--- config.mk ---
export PLATFORM = sky130hd
export DESIGN_NAME = if_stage_hazard
export DESIGN_NICKNAME = d
export VERILOG_FILES = /design/src/rtl/if_stage_hazard.sv
export SDC_FILE = /design/constraint.sdc
export NUM_CORES = 1
export LEC_CHECK = 0
export BUFFER_PORTS_ARGS = -buffer_cell sky130_fd_sc_hd__buf_2
export CORE_MARGIN = 2
export CORE_UTILIZATION = 52
export DETAILED_ROUTE_END_ITERATION = 16
export GPL_ROUTABILITY_DRIVEN = 0
export PLACE_DENSITY = 0.83
export SLEW_MARGIN = 30
export SYNTH_ARGS = -nofsm -noshare
export SYNTH_HDL_FRONTEND = slang
export SYNTH_SLANG_ARGS = --single-unit
--- constraint.sdc ---
create_clock -name clk -period 5.7 [get_ports clk]
set_input_delay 0.285 -clock clk [delete_from_list [all_inputs] [get_ports clk]]
set_output_delay 0.285 -clock clk [all_outputs]
set_load 0.02 [all_outputs]
--- src/rtl/if_stage_hazard.sv ---
// Instruction-fetch stage: PC, IF/ID register, load-use stall and branch flush.
// Optional performance counters are enabled with `define IF_HAZARD_PERF_CNT_EN.
module if_stage_hazard #(
  parameter logic [63:0] PC_RESET  = 64'h0,
  parameter logic [31:0] NOP_INSTR = 32'h0000_0033
) (
  input  logic        clk,
  input  logic        rst,
  output logic [63:0] imem_addr,
  input  logic [31:0] imem_rdata,
  input  logic        imem_ready,
  input  logic        branch_taken,
  input  logic [63:0] branch_target,
  input  logic        id_ex_memread,
  input  logic [4:0]  id_ex_rd,
  output logic [63:0] if_id_pc,
  output logic [31:0] if_id_instr,
  output logic        if_id_valid,
  output logic        id_bubble
`ifdef IF_HAZARD_PERF_CNT_EN
  ,
  output logic [31:0] stall_cnt,
  output logic [31:0] flush_cnt
`endif
);

  localparam logic [6:0] OPC_OP     = 7'b0110011;
  localparam logic [6:0] OPC_BRANCH = 7'b1100011;
  localparam logic [6:0] OPC_STORE  = 7'b0100011;

  logic [63:0] pc_r, pc_nxt_s;
  logic [63:0] if_id_pc_r, if_id_pc_nxt_s;
  logic [31:0] if_id_instr_r, if_id_instr_nxt_s;
  logic        if_id_valid_r, if_id_valid_nxt_s;
  logic [6:0]  opc_s;
  logic [4:0]  rs1_s, rs2_s;
  logic        uses_rs2_s;
  logic        hazard_s;

  // Decode source registers of the IF/ID instruction and detect load-use hazard
  always_comb begin
    opc_s      = if_id_instr_r[6:0];
    rs1_s      = if_id_instr_r[19:15];
    rs2_s      = if_id_instr_r[24:20];
    uses_rs2_s = 1'b0;
    case (opc_s)
      OPC_OP, OPC_BRANCH, OPC_STORE: uses_rs2_s = 1'b1;
      default:                       uses_rs2_s = 1'b0;
    endcase
    hazard_s = if_id_valid_r & id_ex_memread & (id_ex_rd != 5'd0) &
               ((id_ex_rd == rs1_s) | (uses_rs2_s & (id_ex_rd == rs2_s)));
  end

  // Next PC and IF/ID contents: branch beats stall beats imem wait beats fetch
  always_comb begin
    pc_nxt_s          = pc_r;
    if_id_pc_nxt_s    = if_id_pc_r;
    if_id_instr_nxt_s = if_id_instr_r;
    if_id_valid_nxt_s = if_id_valid_r;
    if (branch_taken) begin
      pc_nxt_s          = branch_target & ~64'h3;
      if_id_pc_nxt_s    = 64'h0;
      if_id_instr_nxt_s = NOP_INSTR;
      if_id_valid_nxt_s = 1'b0;
    end else if (hazard_s) begin
      pc_nxt_s          = pc_r;
      if_id_pc_nxt_s    = if_id_pc_r;
      if_id_instr_nxt_s = if_id_instr_r;
      if_id_valid_nxt_s = if_id_valid_r;
    end else if (!imem_ready) begin
      pc_nxt_s          = pc_r;
      if_id_pc_nxt_s    = pc_r;
      if_id_instr_nxt_s = NOP_INSTR;
      if_id_valid_nxt_s = 1'b0;
    end else begin
      pc_nxt_s          = pc_r + 64'd4;
      if_id_pc_nxt_s    = pc_r;
      if_id_instr_nxt_s = imem_rdata;
      if_id_valid_nxt_s = 1'b1;
    end
  end

  // PC and IF/ID pipeline register
  always_ff @(posedge clk or posedge rst) begin
    if (rst) begin
      pc_r          <= PC_RESET;
      if_id_pc_r    <= 64'h0;
      if_id_instr_r <= NOP_INSTR;
      if_id_valid_r <= 1'b0;
    end else begin
      pc_r          <= pc_nxt_s;
      if_id_pc_r    <= if_id_pc_nxt_s;
      if_id_instr_r <= if_id_instr_nxt_s;
      if_id_valid_r <= if_id_valid_nxt_s;
    end
  end

  assign imem_addr   = pc_r;
  assign if_id_pc    = if_id_pc_r;
  assign if_id_instr = if_id_instr_r;
  assign if_id_valid = if_id_valid_r;
  assign id_bubble   = hazard_s & ~branch_taken;

`ifdef IF_HAZARD_PERF_CNT_EN
  logic [31:0] stall_cnt_r, flush_cnt_r;

  // Saturating stall and flush event counters
  always_ff @(posedge clk or posedge rst) begin
    if (rst) begin
      stall_cnt_r <= 32'h0;
      flush_cnt_r <= 32'h0;
    end else begin
      if (id_bubble && (stall_cnt_r != 32'hFFFF_FFFF)) begin
        stall_cnt_r <= stall_cnt_r + 32'd1;
      end else begin
        stall_cnt_r <= stall_cnt_r;
      end
      if (branch_taken && (flush_cnt_r != 32'hFFFF_FFFF)) begin
        flush_cnt_r <= flush_cnt_r + 32'd1;
      end else begin
        flush_cnt_r <= flush_cnt_r;
      end
    end
  end

  assign stall_cnt = stall_cnt_r;
  assign flush_cnt = flush_cnt_r;
`endif

endmodule

## After elaboration in Yosys (flattened, before gate mapping)

Index checks and enable logic that the tools add are counted.

| storage, ports and cells | value |
|---|---|
| output and inout bits | 162 |
| word-level logic and storage cells | 34 |
| bits of input ports | 106 |
| flip-flop bits (word level) | 161 |

| cells by class | value |
|---|---|
| equality and inequality tests | 6 |
| reductions and logical operators | 4 |
| $add $sub $neg | 1 |
| mux-type cells | 12 |
| bitwise logic cells | 7 |

Operator list:

| operator | count |
|---|---|
| 64-bit two-way mux | 5 |
| 32-bit two-way mux | 3 |
| 64-bit by 3-bit adder with 64-bit output (second input constant) | 1 |
| 7-bit by 6-bit == test with 1-bit output (second input constant) | 2 |
| 5-bit == test | 2 |
| 7-bit == test (second input constant) | 1 |
| 1-bit AND | 5 |
| 5-bit nonzero test | 1 |
| 1-bit two-way mux | 4 |
| 3-bit OR reduction | 1 |
| 2-bit != test (second input constant) | 1 |
| 2-bit AND reduction | 1 |
| 2-bit nonzero test | 1 |
| 1-bit inverter | 1 |
| 1-bit bitwise OR | 1 |

## Logic depth before layout (Yosys ltp)

Gate-level depths: netlist of run 1.

| logic depth | value |
|---|---|
| depth in word-level cells | 8 |
| mapped depth | 10 |
| depth with buffers taken out | 7 |

## Least setup slack after synthesis of run 1

Ideal clock, no wire load.

| timing | value |
|---|---|
| path kind | reg2reg |
| start | register if_id_instr_r[1], in the netlist if_id_instr[1] |
| end | register if_id_pc_r[26], in the netlist if_id_pc[26] |
| data required time | 5.575 ns |
| path buffers | 3 |
| library setup time | 0.125 ns |
| stages on the path, launching flop included | 9 |
| data arrival time | 2.217 ns |
| clock period less this slack | 2.341 ns |
| setup slack | 3.359 ns |
| cell sequence | dfstp_2 > nor3b_1 > nand4_1 > or4_4 > a21oi_4 > buf_6 > buf_6 > buf_4 > mux2_2 |

| on the way | value |
|---|---|
| cells in the longest elaborated chain, start to end | 7 |
| elaborated cells on any way between the ends | 9 |
| classes of those cells | eq/ne (4); mux (1); bitwise (3); reduce/logical (1) |

RTL lines:

| item | line | source |
|---|---|---|
| from (decl) | 33 | `logic [31:0] if_id_instr_r, if_id_instr_nxt_s;` |
| from (signal assigned) | 93 | `if_id_instr_r <= if_id_instr_nxt_s;` |
| 7-bit by 6-bit == test with 1-bit output or 7-bit == test (tied branches) | 46 | `case (opc_s)` |
| 3-bit OR reduction * | 46 |  |
| 1-bit two-way mux * | 46 |  |
| 1-bit AND * | 51 | `((id_ex_rd == rs1_s) \| (uses_rs2_s & (id_ex_rd == rs2_s)));` |
| 1-bit bitwise OR * | 51 |  |
| 1-bit AND * | 50 | `hazard_s = if_id_valid_r & id_ex_memread & (id_ex_rd != 5'd0) &` |
| 2-bit != test (no line) * | n/a |  |
| to (signal assigned) | 92 | `if_id_pc_r <= if_id_pc_nxt_s;` |
| to (decl) | 32 | `logic [63:0] if_id_pc_r, if_id_pc_nxt_s;` |

Every way passes the cells marked *; elsewhere a longest branch is shown, timed or not.
A chain may end at the register's enable or synchronous reset.

## Final worst setup path of run 1

| timing | value |
|---|---|
| start | register if_id_instr_r[1], in the netlist if_id_instr[1] |
| end | register pc_r[47], in the netlist imem_addr[47] |

| on the way | value |
|---|---|
| cells in the longest elaborated chain, start to end | 8 |
| elaborated cells on any way between the ends | 10 |
| classes of those cells | eq/ne (4); mux (1); bitwise (3); reduce/logical (2) |

RTL lines:

| item | line | source |
|---|---|---|
| 7-bit by 6-bit == test with 1-bit output or 7-bit == test (tied branches) | 46 |  |
| 3-bit OR reduction * | 46 |  |
| 1-bit two-way mux * | 46 |  |
| 1-bit AND * | 51 |  |
| 1-bit bitwise OR * | 51 |  |
| 1-bit AND * | 50 |  |
| 2-bit != test (no line) * | n/a |  |
| 2-bit AND reduction (no line) * | n/a |  |
| to (signal assigned) | 91 | `pc_r <= pc_nxt_s;` |
| to (decl) | 31 | `logic [63:0] pc_r, pc_nxt_s;` |

Marks and branches as above.

==> impl_metrics.py, run 1 <==
metrics = {
    "yosys": {
        "synth_edf_count": 0,
        "syn_inst": 974,
        "async_flop_share_pct": 100,
        "netlist_area_um2": 8410,
        "synth.avg_cell_area_um2": 8.64,
        "yosysWarnings": 0,
        "synthFlopType": "dfrtp_1",
        "ys_types": 67,
        "ys_ff_latch": 158,
        "yosysSeqAreaShare_pct": 47.0,
    },
    "floorplan": {
        "die_area_um2": 17200,
        "die_h_um": 131,
        "design.core.area_um2": 15800,
        "rows": 46,
        "ios": 268,
        "die_x_um": 131,
        "floorplan.initialDensity_pct": 53.2,
    },
    "critical_path": {
        "r2r_setup_slack_ns": 2.53,
        "worstPathRequired_ns": 5.99,
        "r2r-end": "imem_addr[47]",
        "crit_arrival_ns": 3.46,
        "critPathKind": "reg2reg",
        "end_kind": "flop",
        "worstReg2RegStart": "if_id_instr[1]",
        "r2r_cells": 7,
        "cp_max_fo": 56,
        "critPathLaunchType": "flop",
    },
    "detailed_routing": {
        "ant_nets": 0,
        "drtIter0Drc": 669,
        "vias": 8333,
        "wl_um": 25800,
        "detail_route.wl_per_cell_um": 18.2,
        "route.detailed.drc": 0,
        "firstDrtPassIters": 5,
        "viasPerCell": 5.88,
    },
    "run_status": {
        "status": "complete, but fails checks",
        "violations": "hold timing",
    },
    "cts": {
        "clockBufferDepth": 2,
        "h-tree-depth": 4,
        "ctsRootBufferMaster": "clkbuf_16",
        "cts_tree": "done",
        "cts.reportedPaths.clkPinSlew_ns": 0.07,
        "cts_buffers": 17,
        "insertion_delay_ns": 0.44,
        "post_cts_resized": 0,
        "cts_sinks": 158,
        "postCtsSetupRepairBufs": 0,
        "postCtsHoldBufs": 0,
    },
    "layout": {
        "utilization_pct": 64.8,
        "drive_above_1_share_pct": 27.5,
        "layout_commonest_cell": "buf_2",
        "stdcell_area_um2": 10300,
        "mostFrequentLayoutCells": "buf_2, nand2_1, dfrtp_1",
        "areaGrowthSynthToFinish_pct": 21.9,
        "final_nets": 1289,
    },
    "worst_hold_path": {
        "worstHoldPathType": "in2async",
    },
    "sta": {
        "setup-tns-final_ns": 0,
        "hold_ws_ns": -0.0375,
        "finalClockSkew_ns": 0.0143,
        "min_period_over_period_pct": 55.6,
        "maxSlewHeadroom_pct": 31.6,
        "hold_violations": 35,
        "drv_slew": 0,
        "fmax_mhz": 316,
        "setup_viol": 0,
        "period_needed_ns": 3.17,
        "worstMarginPinSlew_ns": 1.02,
        "rsz0062_at_grt": "no",
    },
    "power_and_ir_drop": {
        "power.density_nw_per_um2": 296,
        "ir_worst_vdd_v": 0.000252,
        "p_sw_share_pct": 32.1,
        "p_leak_nw": 4.71,
        "sequentialPowerShare_pct": 44.1,
        "clkPwrFrac_pct": 38.9,
        "power.internal_mw": 2.06,
        "switchingPower_mw": 0.975,
        "power_mw": 3.03,
        "combPwrFrac_pct": 17.0,
    },
    "flow_run": {
        "maxCapViolations": 0,
    },
    "placed_design": {
        "post_dp_cell_area_um2": 9640,
        "post-dp-hpwl_um": 17600,
        "port_buffers": 263,
    },
    "grt": {
        "grt_max_degree": 167,
        "grt_util_all_layers_pct": 29.6,
        "antenna_found_initial": 6,
        "grt-ovfl-total": 0,
        "grt_pass1_vias": 7733,
        "grt_pass1_wl_um": 41000,
    },
}
## metrics by stage
| step | std cells | worst slack, ns |
|---|---|---|
| floorplan | 975 | 1.16 |
| global placement | 1379 | 2.66 |
| detailed placement | 1379 | 2.61 |
| CTS | 1411 | 2.57 |
| global route | 1414 | 2.35 |
| finish | 1416 | 2.53 |
## worst max-delay path, cell delays in order, from the launching register on
cell and delay, ns:
dfstp_2 0.54, nor3b_1 0.17, nand4_1 0.19, or4_4 0.47, a21oi_4 0.22, buf_4 0.50, or2_0 0.70, o311ai_1 0.19
## how the worst max path moves through the flow
stage	from	end	cells past startpoint
after detailed placement	if_id_instr[1]	imem_addr[47]	7
after floorplan	rst	if_id_instr[10]	1
after global routing	if_id_instr[1]	imem_addr[52]	7
after CTS	if_id_instr[1]	id_bubble	6
after global placement	if_id_instr[1]	imem_addr[52]	7
final	if_id_instr[1]	imem_addr[47]	7
## Yosys cell counts (3+ instances only)
library cell / n / area [um2]
o311ai_1: 8 / 70.1
nor2_1: 43 / 161
a211oi_1: 6 / 45.0
xnor2_1: 5 / 43.8
a41oi_1: 11 / 96.3
nor4_1: 4 / 25.0
o31ai_1: 20 / 150
a31oi_1: 11 / 68.8
a21oi_1: 33 / 165
or2_2: 4 / 25.0
clkbuf_1: 46 / 173
inv_1: 11 / 41.3
or4_1: 7 / 52.6
nand4_1: 25 / 156
xor2_1: 5 / 43.8
o21ai_1: 38 / 190
a2bb2oi_1: 11 / 96.3
buf_4: 9 / 67.6
and2_1: 9 / 56.3
nor3_1: 26 / 130
or3_1: 4 / 25.0
dfstp_2: 4 / 105
buf_6: 11 / 124
o22ai_1: 6 / 37.5
buf_2: 13 / 65.1
dfrtp_1: 154 / 3850
o21ai_0: 86 / 430
clkbuf_2: 3 / 15.0
a32oi_1: 7 / 61.3
and3_1: 19 / 119
nand2_1: 223 / 837
nand3_1: 37 / 185
o22a_1: 16 / 140
a22oi_1: 6 / 45.0
and4_1: 11 / 96.3
## power by group through the flow
stage	combinational (mW)	clock (mW)	sequential [mW]
floorplan	0.215	0	1.44
global placement	0.503	0	1.35
detailed placement	0.515	0	1.35
CTS	0.516	1.19	1.33
global route	0.558	1.24	1.35
finish	0.515	1.18	1.34
## cells by family (layout without fill, tap and decap cells)
group / Yosys count / after routing / synth area share [%]
flops: 158 / 158 / 47.0
simple gates: 430 / 430 / 24.5
fa+ha+maj: 1 / 1 / 0.149
xor+xnor: 10 / 10 / 1.04
other cells: 1 / 7 / 0.0446
compound gates: 277 / 277 / 21.1
mux: 2 / 2 / 0.253
buf+inv: 95 / 315 / 5.86
## sequential cells by signal, summed over array words and instances, names as in the netlist
register	count
if_id_instr	32
imem_addr	62
if_id_valid	1
if_id_pc	63
## cell type report
| class | count | area, um2 |
|---|---|---|
| inverters | 12 | 53.8 |
| diodes | 5 | 12.5 |
| repair buffers | 271 | 1390 |
| clock buffers | 17 | 425 |
| well taps | 216 | 270 |
| multi-input cells | 722 | 3970 |
| clock inverters | 15 | 175 |
| flip-flops and latches | 158 | 3960 |
| fillers | 1364 | 5570 |
## per-layer routing
layer | track usage, % | vias to the layer above | routed length, um
met1 | 40.1 | 3956 | 10900
li1 | - | 3938 | -
met3 | 7.18 | 50 | 2230
met5 | 0 | - | 12
met4 | 11.5 | 2 | 659
met2 | 46.3 | 387 | 12000
(Power assumes the default switching activity.)
==> run 2, diff against run 1 <==
CORE_UTILIZATION = 47   (was 52)
PLACE_DENSITY = 0.8   (was 0.83)
clock period = 2.55 ns   (was 5.7 ns; I/O delays follow)
==> impl_metrics.py, run 2 (synthesis results as in run 1) <==
metrics = {
    "run_status": {
        "status": "complete, no violations",
    },
    "critical_path": {
        "crit_arrival_ns": 2.74,
        "slowest_stage": "or4_4",
        "critPathKind": "reg2reg",
        "end_kind": "flop",
        "worstPathRequired_ns": 2.85,
        "critPathLaunchType": "flop",
        "cp_max_fo": 16,
        "cp_cell_sequence": "xnor2_1 -> nand3_1 -> or4_4 -> a21oi_4 -> buf_6 -> buf_12 -> nor4_1 -> or3_1",
        "crit_start": "if_id_instr[24]",
        "slowest_delay_ns": 0.56,
        "worstReg2RegStart": "if_id_instr[24]",
        "r2r_cells": 8,
    },
    "grt": {
        "antenna_found_initial": 4,
        "grt_max_degree": 80,
        "grt_util_all_layers_pct": 29.7,
        "grt_pass1_vias": 8367,
        "grt-ovfl-total": 0,
        "grt_pass1_wl_um": 43600,
    },
    "floorplan": {
        "die_x_um": 138,
        "design.core.area_um2": 17400,
        "die_h_um": 138,
        "rows": 48,
        "ios": 268,
        "die_area_um2": 19000,
        "floorplan.initialDensity_pct": 48.3,
    },
    "cts": {
        "cts.reportedPaths.clkPinSlew_ns": 0.07,
        "ctsRootBufferMaster": "clkbuf_16",
        "insertion_delay_ns": 0.42,
        "cts_sinks": 158,
        "h-tree-depth": 4,
        "cts_tree": "done",
        "clockBufferDepth": 2,
        "cts_buffers": 17,
    },
    "layout": {
        "areaGrowthSynthToFinish_pct": 33.5,
        "final_nets": 1383,
        "largest_register_ffs": 63,
        "stdcell_count": 1516,
        "mostFrequentLayoutCells": "buf_2, nand2_1, dfrtp_1",
        "layout_commonest_cell": "buf_2",
        "fillers": 1455,
        "drive_above_1_share_pct": 28.5,
        "multiInputGateArea_um2": 3970,
        "regArea_um2": 3960,
    },
    "detailed_routing": {
        "detail_route.wl_per_cell_um": 18.9,
        "wl_um": 28600,
        "firstDrtPassIters": 5,
        "vias": 8802,
        "route.detailed.drc": 0,
        "drtIter0Drc": 694,
        "viasPerCell": 5.81,
        "ant_nets": 0,
    },
    "sta": {
        "min_period_over_period_pct": 95.9,
        "hold_violations": 0,
        "rsz0062_at_grt": "no",
        "period_needed_ns": 2.45,
        "setup-tns-final_ns": 0,
        "finalClockSkew_ns": 0.0104,
        "setup_viol": 0,
        "maxSlewHeadroom_pct": 41.2,
        "worstMarginPinSlew_ns": 0.881,
        "fmax_mhz": 409,
        "drv_slew": 0,
    },
    "placed_design": {
        "post-dp-hpwl_um": 19400,
        "dp.cells": 1423,
        "port_buffers": 263,
    },
    "power_and_ir_drop": {
        "p_leak_nw": 5.17,
        "power.density_nw_per_um2": 604,
        "ir_worst_vdd_v": 0.000453,
    },
    "worst_hold_path": {
        "min_from": "branch_target[13]",
        "worstHoldPathType": "in2reg",
        "min_delay_path_depth": 3,
    },
    "flow_run": {
        "maxCapViolations": 0,
    },
}
[run 2: cell types whose count changed in the layout (fill, tap and decap cells not counted), moves of 2 or more]
cell           before  now
dlygate4sd3_1       0   55
buf_6               0    3
clkinvlp_4          3    5
diode_2             5    2
buf_12              1    9
buf_4               8   34
inv_6               6    3
[run 2: worst paths after layout]
path	end	slack [ns]
setup / recovery	imem_addr[53]	0.10
setup reg to reg	imem_addr[53]	0.10
hold reg to reg	if_id_pc[4]	0.47
max in group asynchronous	if_id_instr[0]	1.37
hold / removal	imem_addr[13]	0.02
min in group asynchronous	if_id_pc[38]	0.43
[run 2: routing by layer]
metal	part of all wire (%)	wire (um)	track usage (%)	vias to the layer above
li1	-	-	-	4123
met1	42	12000	38.7	4201
met2	47	13500	48.8	422
met3	8.8	2510	6.77	52
met4	2.1	609	10.3	4
met5	0.087	25	0	-
[run 2: area by class of cell]
class / count / area share [%]
multi-input cells: 722 / 35.4
repair buffers: 365 / 21.3
flip-flops and latches: 158 / 35.2
clock inverters: 13 / 1.17
diodes: 2 / 0.0446
inverters: 12 / 0.446
well taps: 225 / 2.51
clock buffers: 19 / 3.94
[run 2: power by group]
part           internal, mW  switching, mW
logic                 0.507          0.805
clock network          1.39           1.11
registers              2.72          0.255
total                  4.62           2.17
[run 2: critical path, delay by kind of cell (launching register included)]
family / cells / cell delay [ns]
AO/OA/AOI/OAI: 1 / 0.21
flip-flops: 1 / 0.42
XOR/XNOR: 1 / 0.20
AND/OR/NAND/NOR: 4 / 1.15
buffers and inverters: 2 / 0.34
[run 2: what timing repair did]
| item | CTS | global route |
|---|---|---|
| endpoints found under the hold margin | 86 | 0 |
| cloned | 1 | 1 |
| resized for setup | 0 | 3 |
| endpoints found under the setup margin | 1 | 66 |
| hold buffers | 55 | 0 |
| pin swaps | 1 | 1 |
| setup buffers | 1 | 1 |
[run 2: per-stage QoR]
stage	power (mW)	hold slack (ns)	instance area (um2)	worst slack (ns)	util [%]
global placement	4.21	0.343	10000	0.0945	57.5
floorplan	3.70	0.247	8420	0.209	-
global route	7.07	0.0255	11200	0.000961	64.5
CTS	6.80	0.00233	11200	0.00965	64.2
finish	6.79	0.0162	11200	0.104	64.5
detailed placement	4.24	0.351	10000	0.0811	57.5
